<file path="src/rtl/step_motor_pkg.sv">
// Shared types and constants for the stepper motor controller.
//   mode_e      : command mode encoding (reserved mode behaves as half-step)
//   state_e     : controller FSM states
//   COIL_TABLE  : 8-entry winding pattern table, entry i at COIL_TABLE[i]
//   next_idx()  : phase-index advance for one step
package step_motor_pkg;

  typedef enum logic [1:0] {
    MODE_WAVE = 2'd0,
    MODE_FULL = 2'd1,
    MODE_HALF = 2'd2,
    MODE_RSVD = 2'd3
  } mode_e;

  typedef enum logic {
    ST_IDLE = 1'b0,
    ST_RUN  = 1'b1
  } state_e;

  localparam logic [7:0][3:0] COIL_TABLE = {
    4'b1001, 4'b1000, 4'b1100, 4'b0100,
    4'b0110, 4'b0010, 4'b0011, 4'b0001
  };

  // Wave mode lives on even indices, full mode on odd ones. A step taken
  // from the "wrong" parity moves by one so the next step lands aligned.
  function automatic logic [2:0] next_idx(input logic [2:0] idx,
                                          input logic       dir,
                                          input mode_e      mode);
    logic [2:0] delta;
    delta = 3'd1;
    if (mode == MODE_WAVE && !idx[0]) delta = 3'd2;
    if (mode == MODE_FULL &&  idx[0]) delta = 3'd2;
    return dir ? idx + delta : idx - delta;
  endfunction

endpackage

</file>
<file path="src/rtl/step_rate_gen.sv">
// Step-rate generator: period down-counter producing a one-cycle tick.
//   clk_i    : rising-edge clock
//   rst_ni   : asynchronous active-low reset
//   start_i  : restart, latches period_i (0 is treated as 1)
//   period_i : clocks between ticks
//   run_i    : count enable
//   tick_o   : high for one cycle every period clocks while running
module step_rate_gen
  import step_motor_pkg::*;
#(
  parameter int unsigned PERIOD_W = 20
) (
  input  logic                clk_i,
  input  logic                rst_ni,
  input  logic                start_i,
  input  logic [PERIOD_W-1:0] period_i,
  input  logic                run_i,
  output logic                tick_o
);

  logic [PERIOD_W-1:0] period_q, period_d;
  logic [PERIOD_W-1:0] cnt_q, cnt_d;
  logic [PERIOD_W-1:0] period_eff;

  assign period_eff = (period_i == '0) ? PERIOD_W'(1) : period_i;
  assign tick_o     = run_i && (cnt_q == PERIOD_W'(1));

  always_comb begin
    period_d = period_q;
    cnt_d    = cnt_q;
    if (start_i) begin
      period_d = period_eff;
      cnt_d    = period_eff;
    end else if (run_i) begin
      cnt_d = (cnt_q == PERIOD_W'(1)) ? period_q : cnt_q - PERIOD_W'(1);
    end
  end

  always_ff @(posedge clk_i or negedge rst_ni) begin
    if (!rst_ni) begin
      period_q <= PERIOD_W'(1);
      cnt_q    <= '0;
    end else begin
      period_q <= period_d;
      cnt_q    <= cnt_d;
    end
  end

endmodule

</file>
<file path="src/rtl/step_motor_ctrl.sv">
// Stepper motor move controller.
//   clk, rst (async, active-low)
//   cmd_valid/cmd_ready handshake with cmd_steps, cmd_dir, cmd_mode, cmd_period
//   abort       : stop a running move (ignored when idle)
//   coil        : winding drive pattern
//   step_pulse  : one-cycle pulse per step taken
//   busy / done : move in progress / one-cycle end-of-move pulse
//   position    : signed cumulative step count (wraps)
// Optional build macro STEP_MOTOR_IDLE_OFF_EN: de-energise coils after
// IDLE_TICKS consecutive idle clocks; re-energised on the next command.
module step_motor_ctrl
  import step_motor_pkg::*;
#(
  parameter int unsigned STEP_W     = 16,
  parameter int unsigned PERIOD_W   = 20,
  parameter int unsigned POS_W      = 24,
  parameter int unsigned IDLE_TICKS = 50_000_000
) (
  input  logic                    clk,
  input  logic                    rst,
  input  logic                    cmd_valid,
  output logic                    cmd_ready,
  input  logic [STEP_W-1:0]       cmd_steps,
  input  logic                    cmd_dir,
  input  logic [1:0]              cmd_mode,
  input  logic [PERIOD_W-1:0]     cmd_period,
  input  logic                    abort,
  output logic [3:0]              coil,
  output logic                    step_pulse,
  output logic                    busy,
  output logic                    done,
  output logic signed [POS_W-1:0] position
);

  state_e              state_q, state_d;
  logic [STEP_W-1:0]   steps_q, steps_d;
  logic                dir_q, dir_d;
  mode_e               mode_q, mode_d;
  logic [2:0]          idx_q, idx_d;
  logic [3:0]          coil_q, coil_d;
  logic [POS_W-1:0]    pos_q, pos_d;
  logic                step_pulse_q, step_pulse_d;
  logic                done_q, done_d;
  logic                accept;
  logic                run;
  logic                tick;
  logic [2:0]          idx_n;

`ifdef STEP_MOTOR_IDLE_OFF_EN
  localparam int unsigned IW = $clog2(IDLE_TICKS + 1);
  localparam logic [IW-1:0] IDLE_LIM = IW'(IDLE_TICKS);
  logic [IW-1:0] idle_cnt_q, idle_cnt_d;
`endif

  assign accept     = cmd_valid && (state_q == ST_IDLE);
  assign run        = (state_q == ST_RUN);
  assign cmd_ready  = (state_q == ST_IDLE);
  assign busy       = run;
  assign coil       = coil_q;
  assign step_pulse = step_pulse_q;
  assign done       = done_q;
  assign position   = pos_q;

  step_rate_gen #(
    .PERIOD_W (PERIOD_W)
  ) u_rate (
    .clk_i    (clk),
    .rst_ni   (rst),
    .start_i  (accept),
    .period_i (cmd_period),
    .run_i    (run),
    .tick_o   (tick)
  );

  always_comb begin
    state_d      = state_q;
    steps_d      = steps_q;
    dir_d        = dir_q;
    mode_d       = mode_q;
    idx_d        = idx_q;
    coil_d       = coil_q;
    pos_d        = pos_q;
    step_pulse_d = 1'b0;
    done_d       = 1'b0;
    idx_n        = next_idx(idx_q, dir_q, mode_q);

    unique case (state_q)
      ST_IDLE: begin
        if (cmd_valid) begin
          steps_d = cmd_steps;
          dir_d   = cmd_dir;
          mode_d  = mode_e'(cmd_mode);
          coil_d  = COIL_TABLE[idx_q];
          state_d = ST_RUN;
        end
      end
      ST_RUN: begin
        // Abort takes priority over a step due in the same cycle.
        if (abort || steps_q == '0) begin
          state_d = ST_IDLE;
          done_d  = 1'b1;
        end else if (tick) begin
          idx_d        = idx_n;
          coil_d       = COIL_TABLE[idx_n];
          pos_d        = dir_q ? pos_q + POS_W'(1) : pos_q - POS_W'(1);
          step_pulse_d = 1'b1;
          steps_d      = steps_q - STEP_W'(1);
          if (steps_q == STEP_W'(1)) begin
            state_d = ST_IDLE;
            done_d  = 1'b1;
          end
        end
      end
      default: state_d = ST_IDLE;
    endcase

`ifdef STEP_MOTOR_IDLE_OFF_EN
    // Counts consecutive idle clocks; saturates so the coil stays off.
    idle_cnt_d = '0;
    if (state_q == ST_IDLE && !cmd_valid) begin
      idle_cnt_d = idle_cnt_q;
      if (idle_cnt_q != IDLE_LIM) idle_cnt_d = idle_cnt_q + IW'(1);
      if (idle_cnt_q == IDLE_LIM - IW'(1)) coil_d = '0;
    end
`endif
  end

  always_ff @(posedge clk or negedge rst) begin
    if (!rst) begin
      state_q      <= ST_IDLE;
      steps_q      <= '0;
      dir_q        <= 1'b0;
      mode_q       <= MODE_WAVE;
      idx_q        <= '0;
      coil_q       <= '0;
      pos_q        <= '0;
      step_pulse_q <= 1'b0;
      done_q       <= 1'b0;
    end else begin
      state_q      <= state_d;
      steps_q      <= steps_d;
      dir_q        <= dir_d;
      mode_q       <= mode_d;
      idx_q        <= idx_d;
      coil_q       <= coil_d;
      pos_q        <= pos_d;
      step_pulse_q <= step_pulse_d;
      done_q       <= done_d;
    end
  end

`ifdef STEP_MOTOR_IDLE_OFF_EN
  always_ff @(posedge clk or negedge rst) begin
    if (!rst) idle_cnt_q <= '0;
    else      idle_cnt_q <= idle_cnt_d;
  end
`endif

endmodule

</file>
<file path="config.mk">
export PLATFORM = sky130hd
export DESIGN_NAME = step_motor_ctrl
export DESIGN_NICKNAME = d
export VERILOG_FILES = /design/src/rtl/step_motor_pkg.sv /design/src/rtl/step_rate_gen.sv /design/src/rtl/step_motor_ctrl.sv
export SDC_FILE = /design/constraint.sdc
export NUM_CORES = 1
export LEC_CHECK = 0
export BUFFER_PORTS_ARGS = -buffer_cell sky130_fd_sc_hd__buf_2
export CORE_MARGIN = 1
export CORE_UTILIZATION = 25
export DETAILED_ROUTE_END_ITERATION = 16
export PLACE_DENSITY = 0.39
export SYNTH_ARGS = -nofsm -noshare
export SYNTH_HDL_FRONTEND = slang
export SYNTH_SLANG_ARGS = --single-unit
</file>
<file path="constraint.sdc">
create_clock -name clk -period 3.8 [get_ports clk]
set_input_delay 0.19 -clock clk [delete_from_list [all_inputs] [get_ports clk]]
set_output_delay 0.19 -clock clk [all_outputs]
set_load 0.05 [all_outputs]
</file>
# [Yosys cells after proc, flatten, opt, wreduce, memory -nomap -nowiden]
# Memories as Yosys holds them, arrays and structs flattened.
# Cells that the tools add are included.
# Widths: inputs -> output; s select.
[word_totals] reg_bits=93 rom_bits=64 in_bits=43 output_inout_bits=32 n_memories=2
[memory_table] name="(no name shown)" depth=8 word_bits=4 read_ports=1 rd_clocked_by_memory_dff=0 wr=0 line_no="step_motor_ctrl.sv:104" rtl="coil_d = COIL_TABLE[idx_n];"
[memory_table] name="(no name shown)" depth=8 word_bits=4 read_ports=1 rd_clocked_by_memory_dff=0 wr=0 line_no="step_motor_ctrl.sv:93" rtl="coil_d = COIL_TABLE[idx_q];"
[op_classes] n_addsub=6 n_lt_le_gt_ge=2 eq_ne=6 n_mux=30 bitwise=2 n_reduce_logical=13
[op_table] operator="$mux 20" n=4
[op_table] operator="$mux 16" n=3
[op_table] operator="$pmux 16 s2" n=1
[op_table] operator="$add 24x1->24 const B" n=1
[op_table] operator="$mux 24" n=1
[op_table] operator="$sub 24x1->24 const B" n=1
[op_table] operator="$eq 20x1->1 const B" n=1
[op_table] operator="$logic_not 20->1" n=1
[op_table] operator="$mux 4" n=5
[op_table] operator="$sub 20x1->20 const B" n=1
[op_table] operator="$eq 16x1->1 const B" n=1
[op_table] operator="$logic_not 16->1" n=1
[op_table] operator="$sub 16x1->16 const B" n=1
[op_table] operator="$mux 1" n=11
[op_table] operator="$lt 3x4->1 const B" n=2
[op_table] operator="$pmux 4 s2" n=1
[op_table] operator="$reduce_and 3->1" n=2
[op_table] operator="$logic_and 1x1->1" n=4
[op_table] operator="$mux 2" n=2
[op_table] operator="$ne 2x2->1 const B" n=2
[op_table] operator="$add 3x3->3" n=1
[op_table] operator="$mux 3" n=1
[op_table] operator="$sub 3x3->3" n=1
[op_table] operator="$eq 2x1->1 const B" n=1
[op_table] operator="other kinds (8)" n=9

# [Longest topological paths before layout]
# Gate-level depths: netlist (run 1).
[logic_depth] ltp_word=11 mapped_depth=11 depth_no_buf=10

# [Cells and area by module]
# A second synthesis (run 1) with hierarchy kept.
[unflattened] hier_cells=659 hier_area_um2=5813.1
[modules_own_cells] module="step_motor_ctrl" instances=1 cells_each=430 area_per_inst_um2=3607.2 seq_area_each_um2=1326.3
[modules_own_cells] module="step_rate_gen" instances=1 cells_each=229 area_per_inst_um2=2205.9 seq_area_each_um2=1002.2

# [Worst setup path before layout (run 1)]
# No wires, ideal clock.
[synth_path] path_kind="reg-to-reg" startpoint="register dir_q" endpoint="register pos_q[23], in the netlist position[23]" setup_time_ns=0.140 t_arrival_ns=2.877 t_required_ns=3.660 setup_slack_ns=0.783 path_stages_with_launch=12 n_path_buf=1 cell_sequence="dfrtp_1 > inv_1 > ha_1 > clkbuf_1 > a21oi_1 > o21ai_0 > a2111oi_0 > o21ai_0 > o21ai_1 > o21ai_0 > o311a_1 > xnor2_1"
[synth_via] elab_chain_cells=1
[synth_lines] element="start: declaration" line_no="step_motor_ctrl.sv:37" rtl="logic dir_q, dir_d;"
[synth_lines] element="start signal: assignment" line_no="step_motor_ctrl.sv:142" rtl="dir_q <= dir_d;"
[synth_lines] element="$mux 24" line_no="step_motor_ctrl.sv:105" rtl="pos_d = dir_q ? pos_q + POS_W'(1) : pos_q - POS_W'(1);"
[synth_lines] element="end signal: assignment" line_no="step_motor_ctrl.sv:146" rtl="pos_q <= pos_d;"
[synth_lines] element="end: declaration" line_no="step_motor_ctrl.sv:41" rtl="logic [POS_W-1:0] pos_q, pos_d;"
# Every way passes these cells.
# A chain may end at the register's enable or synchronous reset.

# [Worst setup path after layout (run 1)]
[layout_path] startpoint="register dir_q" endpoint="register pos_q[20], in the netlist position[20]"
# Same word-level chain as after synthesis.

==> impl.org, run 1 <==
** Routing
- In the final routed layout, each cell accounts on average for 16.00 µm.
- Number of vias after detailed routing :: 5076
- The first TritonRoute pass finished after 7 iterations.
- Drt via density :: 4.923
- After detailed routing, the number of remaining DRC violations is 0.
- Post-Route WL :: 16490 µm
- Once detail routing completed, the nets flagged for antenna violations numbered 0.
- Drt first-iter violations :: 229

** Worst setup path
- R2r endpoint :: position[20]
- Across all register-to-register paths, the minimum setup slack is 0.32 ns.
- Kind of launch point of the worst setup path :: flip-flop
- At the worst endpoint, the arrival time is 3.70 ns.
- Data required, critical path :: 4.02 ns
- By startpoint and endpoint, the worst setup path is classified as reg -> reg.
- STA classifies the critical path endpoint as a flip-flop.
- Number of cells on the worst reg-to-reg path :: 10
- Critical R2R Launch :: dir_q
- Along the worst path, the maximum fanout reaches 15.

** Timing
- Worst hold margin :: -0.002206 ns
- Final Setup Violations :: 0
- Post-route worst setup slack :: 0.3154 ns
- Based on the critical path, the design can be clocked at up to 287.0 MHz.
- Fin crit period :: 3.485 ns
- Measured against its own limit, the worst slew margin works out to 0.3165.
- Sum Neg Setup Slack :: 0 ns
- Slew Viols, Final :: 0
- Share of the clock period used by the worst path :: 0.9170
- Maximum clock skew at final layout :: 0.01034 ns
- Worst slew pin tran :: 1.025 ns
- Unrepaired setup endpoints after global routing :: no
- The count of final hold-check violations is 6.

** Synthesis
- Total of flip-flops plus latches after synthesis :: 93
- Synth warn :: 0
- Number of synthesized flops with an enable pin :: 0
- After synthesis the cells add up to 0.005733 mm².
- Sequential area share after synthesis :: 0.4062
- Among all flip-flop cells after synthesis, the most frequent one is dfrtp_1.
- In this run the mean area of a mapped cell was 8.493 µm².
- Yosys cell types :: 57
- Net count of the mapped netlist :: 747
- Fraction of synthesis flops using an asynchronous set or reset pin :: 1.000
- Gate Count Post-Synth :: 675

** Pwr
- Lkg Pwr :: 3.101 nW
- IR Drop Worst-Case VDD :: 215.5 µV
- Power spread over the standard cell area amounts to 485.4 mW/mm².

** CTS
- The number of hold buffers added after CTS was 0.
- CTS tree :: yes
- For this design, the sink count on the clock tree is 93.
- The clock reaches the later pin of the worst-skew pair after 0.35 ns.
- Clock tree synthesis selected as its root buffer the cell clkbuf_16.
- CTS clk-pin slew, worst paths :: 0.07 ns
- Post-CTS Resized :: 0
- In this run the post-CTS setup repair buffer count came out at 0.
- Clock tree synthesis inserted a total of 9 buffers.
- H-tree depth :: 3
- In this run the deepest clock path goes through 2 buffers.

** Floorplan
- Die footprint :: 0.02354 mm²
- The core region is 0.02257 mm².
- Die extent in y :: 153.4 µm
- In this run the horizontal extent of the chip is 153.4 µm.
- Top Ports :: 75
- Effective utilization at floorplan :: 0.2540
- Std-Cell Rows :: 55

** Placement
- Port buffering added 74 buffers.
- RePlAce Congestion :: 0.7892
- Detailed placement ended at an HPWL of 11790 µm.
- OpenSTA, run right after detailed placement, puts the worst setup slack at 0.2970 ns.

** Cells and area
- Area growth from synthesis to final layout :: 17.87%
- In the layout the commonest cells are nand2_1, dfrtp_1, buf_2.
- Registers take 0.002328 mm².
- Filler instances :: 2417
- Of the cells placed in the final design, the portion with a size suffix greater than 1 is 0.1555.
- Number of diodes added for antenna fixing :: 0
- The net count of the finished layout is 813.
- Combined area of the multi-input logic cells :: 0.003219 mm²
- Leading cell type in the layout, fill and taps excluded :: nand2_1

** Global routing
- Global routing finished with a remaining overflow of 0.
- Entering global routing, the biggest net connects 75 pins.
- The number of antenna violations at the first check in global routing came to 0.
- Number of global-route vias before repair :: 5081
- Total global routing track utilization :: 0.1485
- First-pass GRT wire length :: 27630 µm

** Outcome
- Outcome :: finished with violations
- The checks that failed: negative hold slack.

** Flow run
- The tool flagged a number of max-cap violations equal to 0.

** Worst hold path
- The worst hold path belongs to the class in -> async.
## cell usage after synthesis (5+ instances only)
cell type / number / area share
o31ai_1: 6 / 0.0079
nand3_1: 15 / 0.013
a211oi_1: 11 / 0.014
clkbuf_1: 25 / 0.016
nor2b_1: 5 / 0.0055
mux2i_1: 15 / 0.026
ha_1: 27 / 0.059
xor2_1: 9 / 0.014
xnor2_1: 25 / 0.038
nor4_1: 11 / 0.012
inv_1: 14 / 0.0092
a31oi_1: 6 / 0.0065
nor3_1: 15 / 0.013
nand4_1: 6 / 0.0065
o21ai_0: 64 / 0.056
a21oi_1: 55 / 0.048
dfrtp_1: 92 / 0.40
a21o_1: 11 / 0.014
nand2_1: 128 / 0.084
nor2_1: 50 / 0.033
or3_1: 7 / 0.0076
o211ai_1: 14 / 0.018
## critical path, stage by stage, from the launching register on
cell       delay, ns
dfrtp_1         0.41
inv_1           0.43
ha_1            0.39
a21o_1          0.20
a21o_1          0.20
a2111oi_0       0.74
o31ai_1         0.28
a21oi_1         0.34
o21ai_0         0.15
xnor2_1         0.15
o21ai_0         0.08
## through the flow
stage	hold slack (ns)	power, W	instances	util	area [µm²]
after floorplan	-0.1056	0.002015	675	-	5733
after global placement	0.4089	0.002310	1015	0.2853	6439
after detailed placement	0.4085	0.002320	1015	0.2853	6439
after CTS	0.03910	0.003336	1031	0.2994	6758
after global routing	0.05310	0.003520	1031	0.2994	6758
final	-0.002206	0.003280	1031	0.2994	6758
## layer usage
metal  part of all wire  GRT usage  up-vias
met2               0.44     0.2335      100
met3              0.029    0.01956       17
met4              0.017    0.05143        0
met5                  0          0        -
met1               0.51     0.2084     2414
li1                   -          -     2545
## state kept, by name, indices dropped and copies added, names as in the netlist
signal / flops
position: 24
u_rate.cnt_q: 20
u_rate.period_q: 20
steps_q: 16
coil: 4
idx_q: 3
mode_q: 2
busy: 1
dir_q: 1
done: 1
step_pulse: 1
## cell type report
type / count / area share
well taps: 285 / 0.05277
flip-flops and latches: 93 / 0.3446
clock inverters: 3 / 0.01018
multi-input cells: 534 / 0.4764
clock buffers: 13 / 0.03703
inverters: 15 / 0.008332
repair buffers: 88 / 0.07073
## how the worst max path moves through the flow
stage	start	endpoint	slack (ns)	depth (start not counted)
floorplan	dir_q	position[23]	0.78	11
global placement	dir_q	position[23]	0.37	10
detailed placement	dir_q	position[20]	0.30	10
CTS	dir_q	position[20]	0.31	10
global route	dir_q	position[23]	0.002	10
finish	dir_q	position[20]	0.32	10
## cells by family after synthesis
logic type               share of synthesized area
buffers and inverters                      0.03274
AO/OA/AOI/OAI                               0.2117
flip-flops                                  0.4062
AND/OR/NAND/NOR                             0.2034
adder cells (fa/ha/maj)                    0.06591
XOR/XNOR                                   0.05194
multiplexers                               0.02815
## where the power goes
part / leakage (nW) / switching [W] / internal (W)
registers: 1.18 / 0.000191 / 0.00117
logic: 1.77 / 0.000572 / 0.000362
clock network: 0.154 / 0.000388 / 0.000597
total: 3.10 / 0.00115 / 0.00213
Note: power is estimated with default switching activity, not from simulation.
==> run 2: changes to the inputs <==
--- a/config.mk
+++ b/config.mk
@@ -9,6 +9,7 @@
 export CORE_MARGIN = 1
 export CORE_UTILIZATION = 25
 export DETAILED_ROUTE_END_ITERATION = 16
+export HOLD_SLACK_MARGIN = 0.05
 export PLACE_DENSITY = 0.39
 export SYNTH_ARGS = -nofsm -noshare
 export SYNTH_HDL_FRONTEND = slang
==> run 2 against run 1 <==
Effect of this change:
- largest power group unchanged
- clock skew barely moved
- critical path type unchanged
- flip-flop and latch count unchanged
- first-iteration DRC count up 12%
- routed wire length is 0.11% higher
- sequential power is essentially flat
- clock-buffer cell count unchanged
- maximum frequency hardly changed
- die area is the same
- the run still ends with negative hold slack left
==> impl.org, run 2 (synthesis gave the netlist of run 1 again) <==
** Outcome
- Outcome :: finished with violations
- The checks that failed: negative hold slack.

** Pwr
- Power Total :: 0.003282 W (about the same)
- IR Drop Worst-Case VDD :: 215.3 µV (about the same)
- Lkg Pwr :: 3.105 nW (+0.13%)
- The cell area power density is 484.9 mW/mm² (about the same).

** CTS
- Post-CTS Resized :: 0 (unchanged)
- The clock network latency to the later pin of the worst-skew pair came to 0.35 ns (about the same).
- The maximum clock insertion buffer count came to 2 (unchanged).
- H-tree depth :: 3 (unchanged)
- The tree is rooted in a clkbuf_16.
- The number of sinks handled by clock tree synthesis was 93 (unchanged).
- The number of CTS-inserted buffers was 9 (unchanged).
- CTS tree :: yes
- The number of buffers inserted to repair setup after CTS was 0 (unchanged).
- Number of buffers inserted by hold repair at cts :: 1 (+1)
- The clock transition at the register clock pins on the worst setup and hold paths after CTS was 0.07 ns (about the same).

** Worst setup path
- The maximum fanout along the worst path is 15 (unchanged).
- Cells along the critical path :: inv_1, ha_1, a21o_1, a21o_1, a2111oi_0, o31ai_1, a21oi_1, o21ai_0, xnor2_1, o21ai_0
- STA classifies the critical path startpoint as a flip-flop.
- Worst setup path endpoint :: position[20]
- The critical path in this run is classified as reg -> reg.
- The data arrival time at the worst-slack endpoint came to 3.70 ns (about the same).
- In this run the critical register-to-register path is captured at position[20].
- The endpoint required time on the critical path was 4.02 ns (about the same).
- Minimum setup slack among reg-to-reg paths :: 0.32 ns (about the same)
- Slowest library cell on the worst path :: a2111oi_0
- The number of cells on the worst reg-to-reg path is 10 (unchanged).
- In this run the critical register-to-register path is launched from dir_q.
- Beginning of the critical path :: dir_q
- Highest cell delay on the worst timing path :: 0.74 ns (about the same)
- The worst setup path is captured at a flip-flop.

** Cells and area
- Most used cells in the layout excluding fill and tap cells :: nand2_1, dfrtp_1, buf_2
- Number of diodes added for antenna fixing :: 0 (unchanged)
- Util after Layout :: 0.2998 (+0.0004440)
- Leaving out fill and tap cells, the most frequent cell in the layout is nand2_1.
- The area of all sequential standard cells was 0.002328 mm² (unchanged).
- The final net count was 814 (+0.12%).
- Filler instances :: 2419 (+0.083%)
- Max FFs per register :: 24 (unchanged)
- Area growth from synthesis to final layout :: 18.05%
- Combined area of the multi-input logic cells :: 0.003219 mm² (unchanged)
- The share of post-route cells with drive strength above 1 was 0.1553 (-0.0002082).

** Timing
- The worst slack on hold paths is -0.00007250 ns (+0.002133 ns).
- The worst clock skew on the final layout was 0.01081 ns (+0.0004703 ns).
- Unrepaired setup endpoints after global routing :: no
- Share of the clock period used by the worst path :: 0.9170 (about the same)
- The final worst setup slack was 0.3153 ns (-0.00007000 ns).
- The count of final hold-check violations is 1 (-5).
- The number of pins exceeding their max-slew limit in the final report is 0 (unchanged).
- Sum Neg Setup Slack :: 0 ns (unchanged)
- Max frequency :: 287.0 MHz (about the same)
- The worst slew slack as a fraction of its limit came to 0.3130 (-0.003532).
- Fin crit period :: 3.485 ns (+0.00007000 ns)
- The slew at the pin closest to its max-slew limit is 1.030 ns (+0.005297 ns).
- The count of endpoints failing setup in the final report is 0 (unchanged).

** Routing
- The final wirelength came to 16510 µm (+0.11%).
- WL/cell :: 16.00 µm (about the same)
- The detailed router's first-iteration violation count was 256 (+12%).
- Drt via density :: 4.930 (+0.14%)
- Post-route DRC violation count :: 0 (unchanged)
- Total iterations of the first detailed-routing run :: 4 (-3)
- Antenna-violating nets left :: 0 (unchanged)
- The total via count after detailed routing is 5088 (+0.24%).

** Floorplan
- The vertical extent of the die is 153.4 µm (unchanged).
- Chip Width :: 153.4 µm (unchanged)
- Die footprint :: 0.02354 mm² (unchanged)
- The core box area came to 0.02257 mm² (unchanged).
- The number of cell rows was 55 (unchanged).
- The I/O pin total was 75 (unchanged).
- Effective utilization at floorplan :: 0.2540 (unchanged)

** Placement
- Setup slack at placement :: 0.2970 ns (unchanged)
- Total half-perimeter wirelength after legalization and detailed placement :: 11790 µm (unchanged)
- The count of input and output buffers is 74 (unchanged).
- The last weighted congestion value of the routability-driven placer came to 0.7892 (unchanged).

** Global routing
- The wire length of the first global-routing pass was 27610 µm (about the same).
- The overall overflow remaining after global route came to 0 (unchanged).
- The number of antenna violations at the first check in global routing was 0 (unchanged).
- The total routing usage reported by global routing came to 0.1484 (about the same).
- Number of global-route vias before repair :: 5071 (-0.20%)
- The pin count of the biggest net entering global routing was 75 (unchanged).

** Flow run
- The number of maximum-capacitance constraint violations came to 0 (unchanged).

** Worst hold path
- Path category of the worst min-delay check :: in -> async
## run 2: cell types whose count changed in the layout (fill, tap and decap cells not counted)
cell	previous run	this run
dlygate4sd3_1	0	1
## run 2: worst min path at each step
stage	end	slack, ns	from
after floorplan	busy	-0.11	rst
after global placement	steps_q[2]	0.41	cmd_steps[2]
after detailed placement	steps_q[2]	0.41	cmd_steps[2]
after CTS	position[5]	0.06	rst
after global routing	mode_q[1]	0.07	cmd_mode[1]
final	position[5]	-0.00007	rst
## run 2: per-stage QoR
| stage | instances | instance area [µm²] |
|---|---|---|
| floorplan | 675 | 5733 |
| global placement | 1015 | 6439 |
| detailed placement | 1015 | 6439 |
| CTS | 1032 | 6768 |
| global route | 1032 | 6768 |
| finish | 1032 | 6768 |
## run 2: routing by layer
layer,vias to the layer above,track usage,share of wire
li1,2548,-,-
met3,17,0.01985,0.027
met2,92,0.2335,0.45
met4,0,0.05143,0.017
met1,2431,0.2081,0.51
met5,-,0,0
## run 2: power breakdown
part,leakage (nW),internal [W],switching [W]
Clock,0.154,0.000597,0.000388
Combinational,1.78,0.000363,0.000572
Sequential,1.18,0.00117,0.000192
## run 2: critical path: cells and delay by family, from the launching register on
kind	cells	cell delay (ns)
AOI/OAI and AO/OA	7	1.99
xor gates and xnor gates	1	0.15
adders and majority gates	1	0.39
buffers and inverters	1	0.43
DFF	1	0.41
## run 2: layout make-up
type | instances | area share
multi-input cells | 534 | 0.4757
inverters | 15 | 0.008319
clock inverters | 3 | 0.01017
flip-flops and latches | 93 | 0.3441
clock buffers | 13 | 0.03698
well taps | 285 | 0.05269
repair buffers | 89 | 0.07210
